$ cat src/rtl/mem_port_arb_pkg.sv
// Shared definitions for the SISC memory-port arbiter.
//   arb_state_t : sequencer states (3-bit encoding)
//   gnt_t       : which requester owns the current access
//   DEF_AW/DW   : default address/data widths (pc/br and ir/rf widths)
package mem_port_arb_pkg;

  localparam int unsigned DEF_AW = 16;
  localparam int unsigned DEF_DW = 32;

  typedef enum logic [2:0] {
    ST_IDLE  = 3'd0,
    ST_GRANT = 3'd1,
    ST_ISSUE = 3'd2,
    ST_WAIT  = 3'd3,
    ST_DONE  = 3'd4
  } arb_state_t;

  typedef enum logic {
    GNT_IF = 1'b0,
    GNT_DM = 1'b1
  } gnt_t;

endpackage

$ cat src/rtl/mem_port_arb_starve_cnt.sv
// Saturating fetch-starvation counter.
//   clk, rst : clock, synchronous active-high reset
//   inc      : fetch lost an arbitration round (saturates at LIM)
//   clr      : fetch was granted (takes priority over inc)
//   at_lim   : count has reached LIM, fetch must win the next contended round
module mem_port_arb_starve_cnt #(
  parameter int unsigned LIM = 3
) (
  input  logic clk,
  input  logic rst,
  input  logic inc,
  input  logic clr,
  output logic at_lim
);

  logic [3:0] cnt;

  assign at_lim = (cnt == 4'(LIM));

  always_ff @(posedge clk) begin
    if (rst) begin
      cnt <= '0;
    end else if (clr) begin
      cnt <= '0;
    end else if (inc && !at_lim) begin
      cnt <= cnt + 4'd1;
    end
  end

endmodule

$ cat src/rtl/mem_port_arb.sv
// Multi-cycle arbiter/sequencer sharing the single-port SISC memory between
// instruction fetch (if_*) and data load/store (dm_*), one access at a time.
//   clk, rst          : clock, synchronous active-high reset
//   if_req/if_addr    : fetch request, held until if_ack
//   if_ack/if_rdata   : fetch done pulse, fetched word (registered)
//   dm_req/dm_we/dm_addr/dm_wdata : data request, held until dm_ack
//   dm_ack/dm_rdata   : data done pulse, load data (registered)
//   mem_en/mem_we/mem_addr/mem_wdata : memory strobes (registered)
//   mem_rdata         : memory read data, valid MEM_LAT cycles after mem_en
//   busy              : high in every state except IDLE
module mem_port_arb
  import mem_port_arb_pkg::*;
#(
  parameter int unsigned AW         = DEF_AW,
  parameter int unsigned DW         = DEF_DW,
  parameter int unsigned MEM_LAT    = 2,
  parameter int unsigned STARVE_LIM = 3
) (
  input  logic          clk,
  input  logic          rst,
  input  logic          if_req,
  input  logic [AW-1:0] if_addr,
  output logic          if_ack,
  output logic [DW-1:0] if_rdata,
  input  logic          dm_req,
  input  logic          dm_we,
  input  logic [AW-1:0] dm_addr,
  input  logic [DW-1:0] dm_wdata,
  output logic          dm_ack,
  output logic [DW-1:0] dm_rdata,
  output logic          mem_en,
  output logic          mem_we,
  output logic [AW-1:0] mem_addr,
  output logic [DW-1:0] mem_wdata,
  input  logic [DW-1:0] mem_rdata,
  output logic          busy
);

  localparam logic [2:0] LAT_INIT = 3'(MEM_LAT - 1);

  arb_state_t    state;
  gnt_t          gnt;
  logic [AW-1:0] lat_addr;
  logic [DW-1:0] lat_wdata;
  logic          lat_we;
  logic [2:0]    lat_cnt;

  logic at_lim;
  logic dm_wins;
  logic starve_inc;
  logic starve_clr;

  // dm wins any contended round unless fetch has already lost STARVE_LIM in a row
  always_comb begin
    dm_wins    = dm_req && !(if_req && at_lim);
    starve_inc = (state == ST_IDLE) && if_req && dm_wins;
    starve_clr = (state == ST_IDLE) && if_req && !dm_wins;
  end

  mem_port_arb_starve_cnt #(
    .LIM(STARVE_LIM)
  ) u_starve_cnt (
    .clk   (clk),
    .rst   (rst),
    .inc   (starve_inc),
    .clr   (starve_clr),
    .at_lim(at_lim)
  );

  assign busy = (state != ST_IDLE);

  // Strobes and acks are registered: each is set on the edge entering the
  // state in which it must be visible (mem_en in ISSUE, ack in DONE).
  always_ff @(posedge clk) begin
    if (rst) begin
      state     <= ST_IDLE;
      gnt       <= GNT_IF;
      lat_addr  <= '0;
      lat_wdata <= '0;
      lat_we    <= 1'b0;
      lat_cnt   <= '0;
      if_ack    <= 1'b0;
      if_rdata  <= '0;
      dm_ack    <= 1'b0;
      dm_rdata  <= '0;
      mem_en    <= 1'b0;
      mem_we    <= 1'b0;
      mem_addr  <= '0;
      mem_wdata <= '0;
    end else begin
      if_ack <= 1'b0;
      dm_ack <= 1'b0;
      mem_en <= 1'b0;
      mem_we <= 1'b0;
      case (state)
        ST_IDLE: begin
          if (if_req || dm_req) begin
            gnt       <= dm_wins ? GNT_DM : GNT_IF;
            lat_addr  <= dm_wins ? dm_addr : if_addr;
            lat_wdata <= dm_wdata;
            lat_we    <= dm_wins && dm_we;
            state     <= ST_GRANT;
          end
        end
        ST_GRANT: begin
          mem_addr  <= lat_addr;
          mem_wdata <= lat_wdata;
          mem_we    <= lat_we;
          mem_en    <= 1'b1;
          state     <= ST_ISSUE;
        end
        ST_ISSUE: begin
          if (lat_we) begin
            dm_ack <= 1'b1;
            state  <= ST_DONE;
          end else begin
            lat_cnt <= LAT_INIT;
            state   <= ST_WAIT;
          end
        end
        ST_WAIT: begin
          if (lat_cnt == 3'd0) begin
            if (gnt == GNT_DM) begin
              dm_rdata <= mem_rdata;
              dm_ack   <= 1'b1;
            end else begin
              if_rdata <= mem_rdata;
              if_ack   <= 1'b1;
            end
            state <= ST_DONE;
          end else begin
            lat_cnt <= lat_cnt - 3'd1;
          end
        end
        ST_DONE: begin
          state <= ST_IDLE;
        end
        default: begin
          state <= ST_IDLE;
        end
      endcase
    end
  end

endmodule

$ cat config.mk
export PLATFORM = sky130hd
export DESIGN_NAME = mem_port_arb
export DESIGN_NICKNAME = d
export VERILOG_FILES = /design/src/rtl/mem_port_arb_pkg.sv /design/src/rtl/mem_port_arb_starve_cnt.sv /design/src/rtl/mem_port_arb.sv
export SDC_FILE = /design/constraint.sdc
export NUM_CORES = 1
export LEC_CHECK = 0
export ABC_AREA = 1
export CORE_MARGIN = 2
export CORE_UTILIZATION = 49
export CTS_CLUSTER_SIZE = 25
export DETAILED_ROUTE_END_ITERATION = 7
export GPL_TIMING_DRIVEN = 0
export HOLD_SLACK_MARGIN = 0.1
export MAX_ROUTING_LAYER = met4
export PLACE_DENSITY = 0.84
export SETUP_SLACK_MARGIN = 0.15
export SYNTH_ARGS = -nofsm -noshare
export SYNTH_HDL_FRONTEND = slang
export SYNTH_SLANG_ARGS = --single-unit
$ cat constraint.sdc
create_clock -name clk -period 3 [get_ports clk]
set_input_delay 0.6 -clock clk [delete_from_list [all_inputs] [get_ports clk]]
set_output_delay 0.6 -clock clk [all_outputs]
set_load 0.02 [all_outputs]
# Word level (Yosys, flattened, before mapping)
# Index checks and enable logic that the tools add are counted.
[totals]
register_bits = 176
inputBits = 101
out_inout_bits = 117
wordCells = 67
[op_classes]
n_addsub = 2
eq_ne = 8
muxes = 15
bitwise = 4
n_reduce_logical = 23
[op_table]
columns = ["operator", "n"]
rows = [
  ["16-bit 2-to-1 mux", 1],
  ["3-bit 2-to-1 mux", 5],
  ["3-bit one-hot mux with 4 select lines", 1],
  ["3-bit AND reduction", 3],
  ["1-bit logical AND", 7],
  ["3-bit by 2-bit == test with 1-bit output (second input constant)", 2],
  ["3-bit logical NOT", 2],
  ["1-bit 2-to-1 mux", 6],
  ["2-bit != test (second input constant)", 3],
  ["3-bit one-hot mux with 2 select lines", 1],
  ["4-bit by 1-bit adder with 4-bit output (second input constant)", 1],
  ["4-bit by 2-bit == test with 1-bit output (second input constant)", 1],
  ["1-bit NOT", 4],
  ["2-bit AND reduction", 2],
  ["2-bit OR reduction", 2],
  ["3-bit by 1-bit == test with 1-bit output (second input constant)", 1],
  ["1-bit logical NOT", 3],
  ["3-bit nonzero test", 1],
  ["3-bit OR reduction", 1],
  ["3-bit by 1-bit subtractor with 3-bit output (second input constant)", 1],
  ["2-bit by 1-bit != test with 1-bit output (second input constant)", 1],
  ["1-bit one-hot mux with 2 select lines", 1],
  ["2-bit nonzero test", 1],
  ["1-bit logical OR", 1],
]

# Depth between registers and ports, before layout
[logic_depth]
depth_word = 7
mapped_depth = 9
depth_no_buf = 9

# Cells and area by module
# A second synthesis with hierarchy kept.
[unflattened]
cells_unflattened = 855
hier_area_um2 = 6588.8
[modules_own_cells]
columns = ["mod", "n_inst", "cells_per_inst", "area_each_um2", "seq_area_each_um2"]
rows = [
  ["mem_port_arb", 1, 824, 6373.6, 3443.3],
  ["mem_port_arb_starve_cnt", 1, 31, 215.2, 80.1],
]

# Least setup slack after synthesis
# OpenSTA, ideal clock, no wires.
[synth_path]
path_kind = "in2reg"
start = "in rst"
end = "reg mem_addr[10]"
setup_time_ns = 0.070
arrival_time_ns = 1.419
t_required_ns = 2.930
path_slack_ns = 1.511
path_stages = 6
path_buffers = 3
path_cell_list = "clkbuf_1 > inv_1 > buf_2 > clkbuf_1 > o21ai_0 > a21oi_1"
[synth_rtl]
columns = ["element", "line", "rtl"]
rows = [
  ["from (decl)", "mem_port_arb.sv:20", "input logic rst,"],
  ["to (signal assigned)", "mem_port_arb.sv:106", "mem_addr <= lat_addr;"],
  ["to (decl)", "mem_port_arb.sv:33", "output logic [AW-1:0] mem_addr,"],
]

# Final worst setup path
[layout_path]
start = "reg state[2]"
end = "out busy"
[layout_via]
elab_chain_cells = 1
[layout_rtl]
columns = ["element", "line", "rtl"]
rows = [
  ["from (decl)", "mem_port_arb.sv:41", "arb_state_t state;"],
  ["from (signal assigned)", "mem_port_arb.sv:76", "state <= ST_IDLE;"],
  ["from (signal assigned)", "mem_port_arb.sv:102", "state <= ST_GRANT;"],
  ["from (signal assigned)", "mem_port_arb.sv:110", "state <= ST_ISSUE;"],
  ["3-bit nonzero test", "mem_port_arb.sv:70", "assign busy = (state != ST_IDLE);"],
  ["to (decl)", "mem_port_arb.sv:36", "output logic busy"],
]
# Every way passes these cells.

==> out/qor.csv <==
metric,value,unit
post-synthesis cell type count,26,
Max Slew Vio Count,0,
met3 usage,0.0722,
CTS Hold Bufs,0,
I/O pin count,218,
Nets,1191,
H-tree depth,4,
RSZ-0062 raised after global routing,no,
top-count cell post-synth,dfxtp_1,
met1 usage,0.316,
setup bufs post-CTS,0,
Worst-Margin Slew,0.639,ns
gr ovfl total,0,
clock slew at reported path FFs,0.06,ns
CTS Buf Count,17,
HP Class,reg2reg,
pin count of the biggest net entering global routing,17,
Worst R2R Start,lat_cnt[0],
final routed DRC violation total,0,
DP HPWL,13300,µm
power per cell area,788,nW/µm²
router iterations before antenna repair,5,
Total GRT Usage,0.267,
Synth Instances,852,
clock skew,0.00450,ns
Layout fillers,1049,
critical path required time,2.40,ns
drt initial violations,465,
R2R cell count,9,
Die W,120,µm
ANT nets after route,0,
num rows,42,
clock root cell,clkbuf_16,
Worst-Skew Late Latency,0.43,ns
Hold Path End,mem_addr[4],
CTS tree,yes,
Die Ht,120,µm
cts repair resizes,0,
worst IR drop on VDD,0.000451,V
share of layout cells above drive strength 1,0.0846,
slew margin rel.,0.574,
hold_sp,lat_addr[4],
Finish-stage setup viols,0,
layer with the highest usage,met2,
maximum root-to-sink buffer count,2,
CP cell instances,"nor2_4, nand2_2, clkdlybuf4s50_1",
die area,14400,µm²
Area contributors post-synth,"dfxtp_1 (53%), nand2_1 (8.0%), nor2_1 (7.9%), a21oi_1 (7.1%), o21ai_0 (6.5%)",
core box area,13200,µm²
Initial Utilization,0.501,
final hold viol count,0,
Synth Cell Area,6610,µm²
post-synthesis register bit count,176,
period utilisation layout,0.755,
post-synth top area cell,dfxtp_1,
met2 Use GR,0.431,
initial antenna violation count,0,
"Seq/Total Area, Yosys",0.533,
Synth Warn #,0,
slowest CP cell,clkdlybuf4s50_1,
# clock sinks,176,
Post-Route Setup TNS,0,ns
r2r endpoint,if_rdata[25],
largest stage delay on the critical path,0.61,ns
n_diodes,0,
Via-to-Cell Ratio,5.12,
status,"finished, final reports clean",
total number of vias,6523,
vias in the first global route,6108,
crit start category,flip-flop,
top cell type's share of synthesized area,0.533,
first-pass GRT wire length,29500,µm
Max-Cap Viols,0,
Final Critical Period,2.27,ns
Inst Count DP,1244,
achievable clock frequency,441,MHz
Synth top cells by count,"dfxtp_1 (176), nand2_1 (140), nor2_1 (139)",
"Arr. time, crit path",1.67,ns
net count after synthesis,956,
CP Max Fanout,4,
WL/cell,14.7,µm
critical path endpoint category,primary output,
prevailing post-synth register cell,dfxtp_1,
kind of critical path,reg2out,
Worst R2R Setup Slack,1.23,ns
Layout Cells excl Fill,1275,
number of port buffers,216,
Post-synth EDFFs,0,
Async SR Flop Fraction,0,
hold path depth,2,
Pleak,3.74,nW
Mean Syn Cell Area,7.76,µm²
final wirelength,18700,µm
Final GP Congestion,0.862,
area growth from synthesis to layout,45.5,%
## critical path: cells and delay by family, from the launching register on
family / cells / cell delay (ns)
buf+inv: 1 / 0.61
flops: 1 / 0.44
simple gates: 2 / 0.18
## state kept, by name, indices dropped and copies added, names as in the netlist, 3 cells and up
name / cells
dm_rdata: 32
lat_addr: 16
mem_addr: 16
lat_wdata: 32
u_starve_cnt.cnt: 4
mem_wdata: 32
if_rdata: 32
lat_cnt: 3
state: 3
## cell families after synthesis
| group | count (synthesis) | synth area share |
|---|---|---|
| buffers and inverters | 106 | 0.0708 |
| xor gates and xnor gates | 1 | 0.00133 |
| adders and majority gates | 3 | 0.00568 |
| AOI/OAI and AO/OA | 191 | 0.151 |
| DFF | 176 | 0.533 |
| and+or+nand+nor | 375 | 0.239 |
## area by class of cell
class / instances / area, µm² / share of cell area
Buffer: 57 / 283 / 0.0294
Clock buffer: 18 / 439 / 0.0457
Clock inverter: 13 / 186 / 0.0194
Inverter: 49 / 185 / 0.0193
Multi-Input combinational cell: 570 / 2620 / 0.272
Sequential cell: 176 / 3520 / 0.366
Tap cell: 176 / 220 / 0.0229
Timing Repair Buffer: 216 / 2160 / 0.225
## metrics by stage
stage	total power [mW]	hold WS, ns	cell area [µm²]	setup slack, ns	utilization
floorplan	4.31	0.429	6610	1.51	-
global placement	5.21	0.438	8990	0.749	0.682
detailed placement	5.26	0.444	8990	0.747	0.682
CTS	7.59	0.456	9620	0.721	0.729
global route	7.98	0.474	9620	0.657	0.729
finish	7.57	0.454	9620	0.734	0.729
## layout by cell type (no fill, tap or decap), types with 2 or more instances in the layout
cell type        instances
nand4_1                  3
nor2_1                 139
nand2_1                140
a21oi_2                 10
bufinv_16                4
inv_6                    2
buf_6                    2
a21oi_1                 94
inv_2                    4
nand3_2                  2
nor3_1                   2
clkinv_2                 3
ha_1                     3
o21ai_0                 86
clkbuf_1                26
buf_2                   22
nand2_2                 12
inv_1                   44
nor2_4                   2
buf_4                    4
buf_1                    2
nand3_1                 73
clkdlybuf4s50_1        216
clkinvlp_4               4
clkbuf_16               17
dfxtp_1                176
## worst max path at each step
stage             start  cells past startpoint            to
5_1_grt        state[0]                      3          busy
3_5_place_dp     dm_req                      7  lat_addr[14]
6_report       state[2]                      3          busy
3_3_place_gp     dm_req                      7  lat_addr[13]
2_1_floorplan       rst                      6  mem_addr[10]
4_1_cts        state[2]                      3          busy
## report_power, final
| part | leakage, nW | internal [mW] | switching (mW) |
|---|---|---|---|
| Combinational | 2.00 | 0.946 | 1.35 |
| Sequential | 1.44 | 2.73 | 0.205 |
| Clock | 0.295 | 1.41 | 0.925 |
| Total | 3.74 | 5.09 | 2.48 |
## per-layer routing
| layer | vias up | routed length (µm) |
|---|---|---|
| li1 | 3233 | - |
| met3 | 39 | 1550 |
| met4 | 0 | 554 |
| met1 | 2994 | 7710 |
| met2 | 257 | 8920 |
| met5 | - | 0 |
(Power assumes the default switching activity.)
